--- src/rtl/nexys_starship_pkg.sv ---
// Shared definitions for the Nexys Starship monster controller.
//
// Contents:
//   game_state_e : global game FSM encoding (one-hot INIT/PLAY/OVER)
//   ch_state_e   : per-channel monster FSM encoding
//   LFSR_W       : width of the spawn-delay LFSR
//   LFSR_TAPS    : feedback taps 16,14,13,11 expressed as a bit mask
//   lfsr_step()  : one Fibonacci shift of the LFSR
package nexys_starship_pkg;

    typedef enum logic [2:0] {
        INIT = 3'b001,
        PLAY = 3'b010,
        OVER = 3'b100
    } game_state_e;

    typedef enum logic [1:0] {
        CH_EMPTY  = 2'b00,
        CH_FULL   = 2'b01,
        CH_BROKEN = 2'b10
    } ch_state_e;

    localparam int LFSR_W = 16;

    // Tap positions 16,14,13,11 (1-based) map to bits 15,13,12,10.
    localparam logic [LFSR_W-1:0] LFSR_TAPS = 16'hB400;

    // Shift left, feeding the XOR of the tapped bits into bit 0.
    function automatic logic [LFSR_W-1:0] lfsr_step(input logic [LFSR_W-1:0] cur);
        return {cur[LFSR_W-2:0], ^(cur & LFSR_TAPS)};
    endfunction

endpackage

--- src/rtl/nexys_starship_monster_ctrl_if.sv ---
// Handshake/bus bundle between the game-tick generator / button
// debouncers (master side) and the monster controller (slave side).
//
// Signals:
//   tick      : one-cycle game-time pulse
//   play      : start / restart pulse
//   shoot     : per-channel fire pulses
//   repair    : per-channel repair pulses
//   monster   : per-channel FULL flags
//   broken    : per-channel BROKEN flags
//   playing   : game is in PLAY
//   game_over : game is in OVER
//   score     : saturating count of monsters destroyed this game
interface nexys_starship_monster_ctrl_if #(
    parameter int NUM_CH  = 4,
    parameter int SCORE_W = 16
) ();

    logic               tick;
    logic               play;
    logic [NUM_CH-1:0]  shoot;
    logic [NUM_CH-1:0]  repair;
    logic [NUM_CH-1:0]  monster;
    logic [NUM_CH-1:0]  broken;
    logic               playing;
    logic               game_over;
    logic [SCORE_W-1:0] score;

    modport master (
        output tick, play, shoot, repair,
        input  monster, broken, playing, game_over, score
    );

    modport slave (
        input  tick, play, shoot, repair,
        output monster, broken, playing, game_over, score
    );

endinterface

--- src/rtl/nexys_starship_monster_ch.sv ---
// Single monster channel: EMPTY -> FULL -> BROKEN state machine with its
// own countdown timer. The top module decides whether the channel runs,
// is cleared, or is (re)armed with a fresh spawn delay.
//
// Ports:
//   clk, rst    : clock, asynchronous active-high reset
//   run         : game is in PLAY; channel FSM is live
//   start       : game is starting; load spawn_val, stay EMPTY
//   clear       : force EMPTY with timer 0
//   tick        : game-time pulse
//   shoot       : player fires at this channel
//   repair      : player repairs this channel
//   spawn_val   : spawn delay to load when the channel empties
//   full        : channel currently FULL
//   broken      : channel currently BROKEN
//   broken_next : channel will be BROKEN after this edge
//   kill        : a shot is accepted on this edge
module nexys_starship_monster_ch
    import nexys_starship_pkg::*;
#(
    parameter int TMR_W        = 8,
    parameter int ATTACK_TICKS = 50
) (
    input  logic             clk,
    input  logic             rst,
    input  logic             run,
    input  logic             start,
    input  logic             clear,
    input  logic             tick,
    input  logic             shoot,
    input  logic             repair,
    input  logic [TMR_W-1:0] spawn_val,
    output logic             full,
    output logic             broken,
    output logic             broken_next,
    output logic             kill
);

    localparam logic [TMR_W-1:0] ATTACK_VAL = TMR_W'(ATTACK_TICKS);
    localparam logic [TMR_W-1:0] ONE        = TMR_W'(1);

    ch_state_e        state_q, state_d;
    logic [TMR_W-1:0] timer_q, timer_d;

    always_ff @(posedge clk or posedge rst) begin
        if (rst) begin
            state_q <= CH_EMPTY;
            timer_q <= '0;
        end else begin
            state_q <= state_d;
            timer_q <= timer_d;
        end
    end

    // A timer value of 0 or 1 both count as "expiring": 0 only happens
    // when a spawn delay truncated to zero, and must still spawn.
    // A shot on FULL beats an expiring tick on the same edge.
    always_comb begin
        state_d = state_q;
        timer_d = timer_q;
        kill    = 1'b0;
        if (clear) begin
            state_d = CH_EMPTY;
            timer_d = '0;
        end else if (start) begin
            state_d = CH_EMPTY;
            timer_d = spawn_val;
        end else if (run) begin
            unique case (state_q)
                CH_EMPTY: begin
                    if (tick) begin
                        if (timer_q <= ONE) begin
                            state_d = CH_FULL;
                            timer_d = ATTACK_VAL;
                        end else begin
                            timer_d = timer_q - ONE;
                        end
                    end
                end
                CH_FULL: begin
                    if (shoot) begin
                        state_d = CH_EMPTY;
                        timer_d = spawn_val;
                        kill    = 1'b1;
                    end else if (tick) begin
                        if (timer_q <= ONE) begin
                            state_d = CH_BROKEN;
                            timer_d = '0;
                        end else begin
                            timer_d = timer_q - ONE;
                        end
                    end
                end
                CH_BROKEN: begin
                    if (repair) begin
                        state_d = CH_EMPTY;
                        timer_d = spawn_val;
                    end
                end
                default: begin
                    state_d = CH_EMPTY;
                    timer_d = '0;
                end
            endcase
        end
    end

    assign full        = (state_q == CH_FULL);
    assign broken      = (state_q == CH_BROKEN);
    assign broken_next = (state_d == CH_BROKEN);

endmodule

--- src/rtl/nexys_starship_monster_ctrl.sv ---
// Nexys Starship monster controller: NUM_CH independent monster channels
// sharing one LFSR-driven spawn delay, plus the global INIT/PLAY/OVER
// game FSM, broken-channel counting and the saturating score.
//
// Ports:
//   Clk   : system clock
//   Reset : asynchronous, active-high reset
//   bus   : slave side of nexys_starship_monster_ctrl_if
//           (tick/play/shoot/repair in; monster/broken/playing/
//            game_over/score out)
module nexys_starship_monster_ctrl
    import nexys_starship_pkg::*;
#(
    parameter int              NUM_CH       = 4,
    parameter int              TMR_W        = 8,
    parameter int              ATTACK_TICKS = 50,
    parameter int              SPAWN_MIN    = 10,
    parameter logic [7:0]      SPAWN_MASK   = 8'h3F,
    parameter int              MAX_BROKEN   = 2,
    parameter int              SCORE_W      = 16,
    parameter logic [LFSR_W-1:0] LFSR_SEED  = 16'hACE1
) (
    input  logic                          Clk,
    input  logic                          Reset,
    nexys_starship_monster_ctrl_if.slave  bus
);

    localparam int CNT_W = $clog2(NUM_CH + 1);
    localparam int SUM_W = SCORE_W + CNT_W;
    localparam logic [SUM_W-1:0] SCORE_MAX = SUM_W'({SCORE_W{1'b1}});

    game_state_e        game_q, game_d;
    logic [LFSR_W-1:0]  lfsr_q, lfsr_d;
    logic [SCORE_W-1:0] score_q, score_d;

    logic [TMR_W-1:0]   spawn_val;
    logic               ch_run, ch_start, ch_clear;
    logic [NUM_CH-1:0]  ch_full, ch_broken, ch_broken_next, ch_kill;
    logic [CNT_W-1:0]   broken_cnt, kill_cnt;
    logic [SUM_W-1:0]   score_sum;

    always_ff @(posedge Clk or posedge Reset) begin
        if (Reset) begin
            game_q  <= INIT;
            lfsr_q  <= LFSR_SEED;
            score_q <= '0;
        end else begin
            game_q  <= game_d;
            lfsr_q  <= lfsr_d;
            score_q <= score_d;
        end
    end

    // Every channel loading on the same edge samples the same LFSR value.
    always_comb begin
        spawn_val = TMR_W'(SPAWN_MIN + int'(lfsr_q[7:0] & SPAWN_MASK));
    end

    // Channels run only in PLAY; INIT holds them cleared except on the
    // starting edge, and leaving OVER clears them. OVER alone freezes them.
    always_comb begin
        ch_run   = (game_q == PLAY);
        ch_start = (game_q == INIT) && bus.play;
        ch_clear = ((game_q == INIT) && !bus.play) || ((game_q == OVER) && bus.play);
    end

    for (genvar i = 0; i < NUM_CH; i++) begin : g_ch
        nexys_starship_monster_ch #(
            .TMR_W        (TMR_W),
            .ATTACK_TICKS (ATTACK_TICKS)
        ) u_ch (
            .clk         (Clk),
            .rst         (Reset),
            .run         (ch_run),
            .start       (ch_start),
            .clear       (ch_clear),
            .tick        (bus.tick),
            .shoot       (bus.shoot[i]),
            .repair      (bus.repair[i]),
            .spawn_val   (spawn_val),
            .full        (ch_full[i]),
            .broken      (ch_broken[i]),
            .broken_next (ch_broken_next[i]),
            .kill        (ch_kill[i])
        );
    end

    // Counts use the post-update channel states so that a break and a
    // repair on the same edge cancel out before the game-over decision.
    always_comb begin
        broken_cnt = '0;
        kill_cnt   = '0;
        for (int i = 0; i < NUM_CH; i++) begin
            broken_cnt = broken_cnt + CNT_W'(ch_broken_next[i]);
            kill_cnt   = kill_cnt + CNT_W'(ch_kill[i]);
        end
        score_sum = SUM_W'(score_q) + SUM_W'(kill_cnt);
    end

    always_comb begin
        lfsr_d  = lfsr_step(lfsr_q);
        game_d  = game_q;
        score_d = score_q;
        unique case (game_q)
            INIT: begin
                score_d = '0;
                if (bus.play) begin
                    game_d = PLAY;
                end
            end
            PLAY: begin
                score_d = (score_sum > SCORE_MAX) ? {SCORE_W{1'b1}} : score_sum[SCORE_W-1:0];
                if (broken_cnt >= CNT_W'(MAX_BROKEN)) begin
                    game_d = OVER;
                end
            end
            OVER: begin
                if (bus.play) begin
                    game_d  = INIT;
                    score_d = '0;
                end
            end
            default: begin
                game_d  = INIT;
                score_d = '0;
            end
        endcase
    end

    assign bus.monster   = ch_full;
    assign bus.broken    = ch_broken;
    assign bus.playing   = (game_q == PLAY);
    assign bus.game_over = (game_q == OVER);
    assign bus.score     = score_q;

endmodule

--- src/flat_wrapper.sv ---
// flat-port wrapper written by rule: the top's interface ports become plain ports
module nexys_starship_monster_ctrl_flat import nexys_starship_pkg::*;
#(
    parameter int              NUM_CH       = 4,
    parameter int              TMR_W        = 8,
    parameter int              ATTACK_TICKS = 50,
    parameter int              SPAWN_MIN    = 10,
    parameter logic [7:0]      SPAWN_MASK   = 8'h3F,
    parameter int              MAX_BROKEN   = 2,
    parameter int              SCORE_W      = 16,
    parameter logic [LFSR_W-1:0] LFSR_SEED  = 16'hACE1
)
  (Clk, Reset, bus_tick, bus_play, bus_shoot, bus_repair, bus_monster, bus_broken, bus_playing, bus_game_over, bus_score);
  nexys_starship_monster_ctrl_if #(.NUM_CH(NUM_CH), .SCORE_W(SCORE_W)) bus_i ();
  input  logic Clk;
  input  logic Reset;
  input wire logic [$bits(bus_i.tick)-1:0] bus_tick;
  input wire logic [$bits(bus_i.play)-1:0] bus_play;
  input wire logic [$bits(bus_i.shoot)-1:0] bus_shoot;
  input wire logic [$bits(bus_i.repair)-1:0] bus_repair;
  output wire logic [$bits(bus_i.monster)-1:0] bus_monster;
  output wire logic [$bits(bus_i.broken)-1:0] bus_broken;
  output wire logic [$bits(bus_i.playing)-1:0] bus_playing;
  output wire logic [$bits(bus_i.game_over)-1:0] bus_game_over;
  output wire logic [$bits(bus_i.score)-1:0] bus_score;
  assign bus_i.tick = bus_tick;
  assign bus_i.play = bus_play;
  assign bus_i.shoot = bus_shoot;
  assign bus_i.repair = bus_repair;
  assign bus_monster = bus_i.monster;
  assign bus_broken = bus_i.broken;
  assign bus_playing = bus_i.playing;
  assign bus_game_over = bus_i.game_over;
  assign bus_score = bus_i.score;
  nexys_starship_monster_ctrl #(.NUM_CH(NUM_CH), .TMR_W(TMR_W), .ATTACK_TICKS(ATTACK_TICKS), .SPAWN_MIN(SPAWN_MIN), .SPAWN_MASK(SPAWN_MASK), .MAX_BROKEN(MAX_BROKEN), .SCORE_W(SCORE_W), .LFSR_SEED(LFSR_SEED)) u_core (.Clk(Clk), .Reset(Reset), .bus(bus_i));
endmodule
--- config.mk ---
export PLATFORM = sky130hd
export DESIGN_NAME = nexys_starship_monster_ctrl_flat
export DESIGN_NICKNAME = d
export VERILOG_FILES = /design/src/rtl/nexys_starship_pkg.sv /design/src/rtl/nexys_starship_monster_ctrl_if.sv /design/src/rtl/nexys_starship_monster_ch.sv /design/src/rtl/nexys_starship_monster_ctrl.sv /design/src/flat_wrapper.sv
export SDC_FILE = /design/constraint.sdc
export NUM_CORES = 1
export LEC_CHECK = 0
export ABC_AREA = 1
export ABC_CLOCK_PERIOD_IN_PS = 3250
export BUFFER_PORTS_ARGS = -buffer_cell sky130_fd_sc_hd__buf_2
export CAP_MARGIN = 10
export CORE_AREA = 2 2 125 127
export DETAILED_ROUTE_END_ITERATION = 7
export DIE_AREA = 0 0 127 129
export PLACE_DENSITY_LB_ADDON = 0.3
export SYNTH_ARGS = -nofsm -noshare
export SYNTH_HDL_FRONTEND = slang
export SYNTH_SLANG_ARGS = --single-unit
--- constraint.sdc ---
create_clock -name Clk -period 3.25 [get_ports Clk]
set_input_delay 0.1625 -clock Clk [delete_from_list [all_inputs] [get_ports Clk]]
set_output_delay 0.1625 -clock Clk [all_outputs]
set_load 0.03 [all_outputs]
# Word level (Yosys, flattened, before mapping)
# Cells that the tools add are included.
[op_classes]
reduce_logical = 16
n_mux = 107
magnitude_cmp = 6
n_addsub = 12
eq_ne = 30
[ops]
columns = ["op", "count"]
rows = [
  ["8-bit two-way mux", 36],
  ["8-bit one-hot mux with 3 select lines", 4],
  ["2-bit two-way mux", 36],
  ["8-bit by 1-bit <= comparator with 1-bit output (second input constant)", 4],
  ["16-bit two-way mux", 2],
  ["4-bit by 2-bit inequality test with 1-bit output (second input constant)", 8],
  ["16-bit one-hot mux with 2 select lines", 1],
  ["8-bit by 1-bit subtractor with 8-bit output (second input constant)", 4],
  ["2-bit one-hot mux with 3 select lines", 4],
  ["1-bit two-way mux", 20],
  ["5-bit by 3-bit inequality test with 1-bit output (second input constant)", 4],
  ["19-bit by 16-bit greater-than comparator with 1-bit output (second input constant)", 1],
  ["16-bit by 3-bit adder with 17-bit output", 1],
  ["2-bit == test (second input constant)", 8],
  ["4-bit AND reduction", 4],
  ["16-bit XOR reduction", 1],
  ["3-bit by 1-bit adder with 3-bit output", 4],
  ["3-bit two-way mux", 3],
  ["3-bit one-hot mux with 3 select lines", 1],
  ["2-bit by 1-bit == test with 1-bit output (second input constant)", 4],
  ["2-bit logical NOT", 4],
  ["4-bit by 6-bit adder with 7-bit output (first input constant)", 1],
  ["1-bit by 1-bit adder with 2-bit output", 2],
  ["2-bit inequality test (second input constant)", 2],
  ["10 further kinds", 12],
]
[word_totals]
register_bits = 75
output_inout_bits = 26
input_bits = 12
elab_cells = 182

# Logic depth before layout (Yosys ltp)
[logic_depth]
ltp_word = 15
mapped_depth = 20

# Modules after synthesis
# A second synthesis with hierarchy kept.
[hier_totals]
hier_cells = 892
area_unflattened_um2 = 5665.4
[modules_own_cells]
columns = ["module", "n_inst", "cells_each", "area_per_inst_um2"]
rows = [
  ["nexys_starship_monster_ch", 4, 166, 955.9],
  ["nexys_starship_monster_ctrl", 1, 228, 1841.8],
]

# Worst setup path before layout
# OpenSTA, ideal clock, no wires.
[synth_path]
kind = "register -> register"
startpoint = "reg u_core.game_q[0]"
endpoint = "reg u_core.score_q[0], in the netlist u_core.bus.score[0]"
setup_slack_ns = -0.101
arrival_ns = 3.228
stages_incl_launch_ff = 18
n_path_buf = 2
cell_sequence = "dfstp_2 -> inv_1 -> nand3_2 -> buf_2 -> buf_2 -> nor3_1 -> ha_1 -> fa_1 -> ha_1 -> fa_1 -> nand2_1 -> a21oi_4 -> nand2_2 -> nor2_4 -> nand3_4 -> clkinv_2 -> o21ai_0 -> nand2_1"
[synth_between]
elab_chain_len = 11
elab_cells_between_ends = 27
cone_classes = "add/sub: 4; order compare: 1; eq/ne: 4; mux: 14; reduce/logical: 4"
[synth_lines]
columns = ["item", "line_no", "rtl"]
rows = [
  ["start, declared", "nexys_starship_monster_ctrl.sv:32", "game_state_e game_q, game_d;"],
  ["start signal, assigned", "nexys_starship_monster_ctrl.sv:48", "game_q <= game_d;"],
  ["3-bit by 2-bit == test with 1-bit output, or another cell as far along", "nexys_starship_monster_ctrl.sv:62, nexys_starship_monster_ctrl.sv:104", ""],
  ["1-bit two-way mux, or another cell as far along", "nexys_starship_monster_ch.sv:68", "end else if (run) begin"],
  ["1-bit two-way mux or 1-bit logical OR (tied branches)", "nexys_starship_monster_ch.sv:65, nexys_starship_monster_ctrl.sv:64", ""],
  ["1-bit two-way mux", "nexys_starship_monster_ch.sv:62", "if (clear) begin"],
  ["1-bit by 1-bit adder with 2-bit output", "nexys_starship_monster_ctrl.sv:95", "kill_cnt = kill_cnt + CNT_W'(ch_kill[i]);"],
  ["3-bit by 1-bit adder with 3-bit output (2 in series)", "nexys_starship_monster_ctrl.sv:95", ""],
  ["16-bit by 3-bit adder with 17-bit output", "nexys_starship_monster_ctrl.sv:97", "score_sum = SUM_W'(score_q) + SUM_W'(kill_cnt);"],
  ["19-bit by 16-bit greater-than comparator with 1-bit output", "nexys_starship_monster_ctrl.sv:112", "score_d = (score_sum > SCORE_MAX) ? {SCORE_W{1'b1}} : score_sum[SCORE_W-1:0];"],
  ["16-bit two-way mux", "nexys_starship_monster_ctrl.sv:112", ""],
  ["16-bit one-hot mux with 2 select lines", "nexys_starship_monster_ctrl.sv:104", "unique case (game_q)"],
  ["end signal, assigned", "nexys_starship_monster_ctrl.sv:50", "score_q <= score_d;"],
  ["end, declared", "nexys_starship_monster_ctrl.sv:34", "logic [SCORE_W-1:0] score_q, score_d;"],
]
# Several ways; a longest one is shown, not always the timed one.
# A chain may end at the register's enable or synchronous reset.

# Final worst setup path
[layout_path]
startpoint = "reg u_core.g_ch[1].u_ch.state_q[1]"
endpoint = "reg u_core.score_q[3], in the netlist u_core.bus.score[3]"
[layout_between]
elab_chain_len = 12
[layout_lines]
columns = ["item", "line_no", "rtl"]
rows = [
  ["start, declared", "nexys_starship_monster_ch.sv:42", "ch_state_e state_q, state_d;"],
  ["start signal, assigned", "nexys_starship_monster_ch.sv:50", "state_q <= state_d;"],
  ["2-bit by 1-bit == test with 1-bit output *", "nexys_starship_monster_ch.sv:69", "unique case (state_q)"],
  ["1-bit two-way mux *", "nexys_starship_monster_ch.sv:69", ""],
  ["1-bit two-way mux *", "nexys_starship_monster_ch.sv:68", ""],
  ["1-bit two-way mux *", "nexys_starship_monster_ch.sv:65", "end else if (start) begin"],
  ["1-bit two-way mux *", "nexys_starship_monster_ch.sv:62", ""],
  ["1-bit by 1-bit adder with 2-bit output *", "nexys_starship_monster_ctrl.sv:95", ""],
  ["3-bit by 1-bit adder with 3-bit output * (2 in series)", "nexys_starship_monster_ctrl.sv:95", ""],
  ["16-bit by 3-bit adder with 17-bit output *", "nexys_starship_monster_ctrl.sv:97", ""],
  ["19-bit by 16-bit greater-than comparator with 1-bit output", "nexys_starship_monster_ctrl.sv:112", ""],
  ["16-bit two-way mux *", "nexys_starship_monster_ctrl.sv:112", ""],
  ["16-bit one-hot mux with 2 select lines *", "nexys_starship_monster_ctrl.sv:104", ""],
]
# Mark *: on every way between the ends. The rest lies on a longest branch, timed or not.

==> impl_results.md <==
* Final setup margin at 0.1731 ns
* R2r startpoint: u_core.g_ch[1].u_ch.state_q[1]
* Total grt overflow at 0
* Routed WL at 13260 um
* Rows at 45
* Drt first pass iters at 5
* Antenna violations before repair at 0
* Hold Crit Class: input pin to asynchronous set/reset pin
* Die W at 127 um
* Initial drt markers at between 300 and 400
* Slowest CP cell: fa_1
* CP Launch Point: u_core.g_ch[1].u_ch.state_q[1]
* CTS tree: built
* Sequence of cells on the critical path: inv_1, nand2_1, nor3_2, ha_1, fa_1, ha_1, fa_1, nand2_2, a21oi_4, nand2_2, nor2_4, nand3_4, o21ai_0, nand2_1, o21ai_0
* Initial core utilization at between 30% and 40%
* Share of layout cells above drive strength 1 at 18.60%
* Max IR drop VDD at 0.0004076 V
* Syn Area/Cell at just under 8 um^2
* Maxcap violations at 0
* Largest net degree at the start of global routing at 59
* CP Data Arrival Time at about 3.3 ns
* Htree depth at 3
* Clk_lat worst skew at 0.35 ns
* Critical path buffers and inverters at 1
* Final Core Density at slightly below 40%
* Total negative setup slack at 0 ns
* Die H at ~130 um
* Crit path kind: flop to flop
* Port Buf Inserts at 37
* DRT antenna net count at 0
* Tot Pwr at 5.771 mW
* # clock sinks at 75
* Fill count at roughly 1500
* LEAKAGE at around 3 nW
* Hold Fails Final Rpt at 0
* Design Area, Final at slightly below 0.006 mm^2
* Yosys reg bits at 75
* Mapped Cells at about 660
* Skew final at 0.004399 ns
* CORE AREA at between 0.01 and 0.015 mm^2
* Total number of vias at 4406
* Crit path max-delay family: adder cells
* Cell Area, Placed at between 0.005 and 0.006 mm^2
* Number of global-route vias before repair at 4234
* Pre-CTS setup slack at -0.00001776 ns
* GRT Overall Usage at 17.22%
* GPL Wtd Cong at 0.9000
* Max-slew violations at 0
* Fin crit period at roughly 3 ns
* Peak Freq at 325.0 MHz
* Outcome: finished, final reports clean
* Setup crit start kind: flop
* Mapped Nets at ~700
* Sequential share of the synthesized area at ~37%
* Net count, final at between 700 and 800
* Hpwl dp at approximately 9600 um
* Die area at between 0.015 and 0.02 mm^2
* Pwr/cell area at 994.2 mW/mm^2
* Synth Cell Area at ~0.0052 mm^2
* Unrepaired setup endpoints after global routing: false
* CTS root buffer: clkbuf_16
* Tcrit/Tclk final at between 90% and 100%
* Relative slew margins at roughly a third
* Max Buffers Root-to-Sink at 2
* Per-cell routed wire length at roughly 15 um
* Worst Tran Pin Value at 0.9927 ns
* Area growth, synth to finish at 12.38%
* Yosys warnings at 0
* Req. time, crit path at ~3.5 ns
* Ant diodes at 0
* IO Count at 38
* DR DRC count at 0
* Slowest stage delay, CP at around 0.43 ns
* TritonCTS Buffers at 9
* CP Max Fanout at 7
* First-pass GRT wire length at about 22000 um
* Final setup vio count at 0
* Clk slew on worst S/H paths at approximately 0.060 ns
* Endpoint type of the worst setup path: flop
* Vias/cell at between 4 and 5
* Netlist cell types at 54
## cells in the mapped netlist, drive strengths merged
| library cell | count | share of area, % |
|---|---|---|
| a22o | 2 | 0.34 |
| a21o | 1 | 0.15 |
| nand3b | 2 | 0.29 |
| and2 | 1 | 0.12 |
| o21ai | 53 | 5.6 |
| clkinv | 1 | 0.097 |
| nand3 | 56 | 6.5 |
| nor3 | 12 | 1.5 |
| o22ai | 8 | 1.2 |
| nand4 | 8 | 1.1 |
| ha | 16 | 3.9 |
| buf | 18 | 3.2 |
| and3 | 2 | 0.24 |
| a31oi | 2 | 0.24 |
| inv | 104 | 7.7 |
| nor2 | 70 | 5.8 |
| dfrtp | 66 | 32 |
| and3b | 1 | 0.17 |
| dfstp | 9 | 4.6 |
| nand2 | 147 | 12 |
| o21a | 1 | 0.15 |
| clkbuf | 2 | 0.15 |
| o21bai | 1 | 0.15 |
| fa | 2 | 0.78 |
| xnor2 | 10 | 1.7 |
| xor2 | 22 | 3.7 |
| o221ai | 9 | 1.5 |
| o211ai | 10 | 1.6 |
| o2111ai | 1 | 0.17 |
| or2 | 3 | 0.36 |
| o31ai | 2 | 0.29 |
| a21oi | 20 | 2.5 |
## final timing paths
check,end,slack [ns],cells past startpoint
max,u_core.bus.score[3],0.17,15
min,u_core.bus.score[9],0.01,2
max reg2reg,u_core.bus.score[3],0.17,15
min reg2reg,u_core.lfsr_q[7],0.36,0
max in group asynchronous,u_core.lfsr_q[0],2.36,3
min in group Clk,u_core.game_q[0],0.22,4
## cell type report
| cell class | count | area, um^2 | share of cell area (%) |
|---|---|---|---|
| inverters | 105 | 405.4 | 6.984 |
| clock inverters | 5 | 100.1 | 1.725 |
| multi-input cells | 462 | 2718 | 46.82 |
| well taps | 188 | 235.2 | 4.053 |
| repair buffers | 41 | 215.2 | 3.708 |
| flip-flops and latches | 75 | 1888 | 32.53 |
| clock buffers | 11 | 242.7 | 4.182 |
## sequential cells by signal (all words and copies together), names as in the netlist
register / count
u_core.bus.score: 16
u_core.g_ch.u_ch.state_q: 8
u_core.lfsr_q: 16
u_core.g_ch.u_ch.timer_q: 32
u_core.game_q: 3
## stage by stage
step                      hold slack, ns  std cells
after floorplan                   0.3312        662
after global placement            0.3397        871
after detailed placement          0.3446        871
after CTS                        0.06507        887
after global routing              0.1220        887
final                            0.01266        887
## timing repair
item | CTS | global route
setup buffers | 0 | 0
resized for setup | 0 | 4
setup endpoints to repair | 0 | 10
hold buffers | 0 | 0
## metal layers
metal  vias up  global-route usage (%)  share of wire (%)
li1       2210                       -                  -
met1      2038                   22.18                 46
met3        39                   3.285                4.4
met4         0                   9.308                4.1
met5         -                       0                  0
met2       119                   27.51                 46
## cells in the final DEF (no fill, tap or decap), types with 6 or more instances in the layout
cell	instances
dfstp_2	9
xnor2_1	10
inv_1	91
nand4_1	7
o21ai_1	27
nor2_1	63
nand3_1	45
xor2_1	22
nand2_1	135
nand2_2	6
o21ai_2	7
inv_2	11
o22ai_1	6
nand3_2	10
dfrtp_1	66
buf_2	37
clkbuf_16	9
nor3_1	8
o221ai_1	9
ha_1	16
o21ai_0	19
o211ai_1	9
a21oi_1	14
## kinds of logic after synthesis
group / synth area share (%)
and+or+nand+nor: 28.37
buffers and inverters: 11.07
AOI/OAI and AO/OA: 13.93
DFF: 36.56
xor gates and xnor gates: 5.426
adders and majority gates: 4.651
## report_power, final
part / internal [mW] / switching [mW] / total (mW)
combinational: 1.10 / 2.14 / 3.23
clock: 0.769 / 0.407 / 1.18
sequential: 1.17 / 0.187 / 1.36
total: 3.04 / 2.73 / 5.77
## worst reg2reg max path, stage by stage (launching register included)
cell and delay, ns:
dfrtp_1 0.39, inv_1 0.11, nand2_1 0.11, nor3_2 0.18, ha_1 0.27, fa_1 0.40, ha_1 0.32, fa_1 0.43
nand2_2 0.11, a21oi_4 0.07, nand2_2 0.10, nor2_4 0.06, nand3_4 0.11, o21ai_0 0.12, nand2_1 0.08, o21ai_0 0.10
Note: power is estimated with default switching activity, not from simulation.
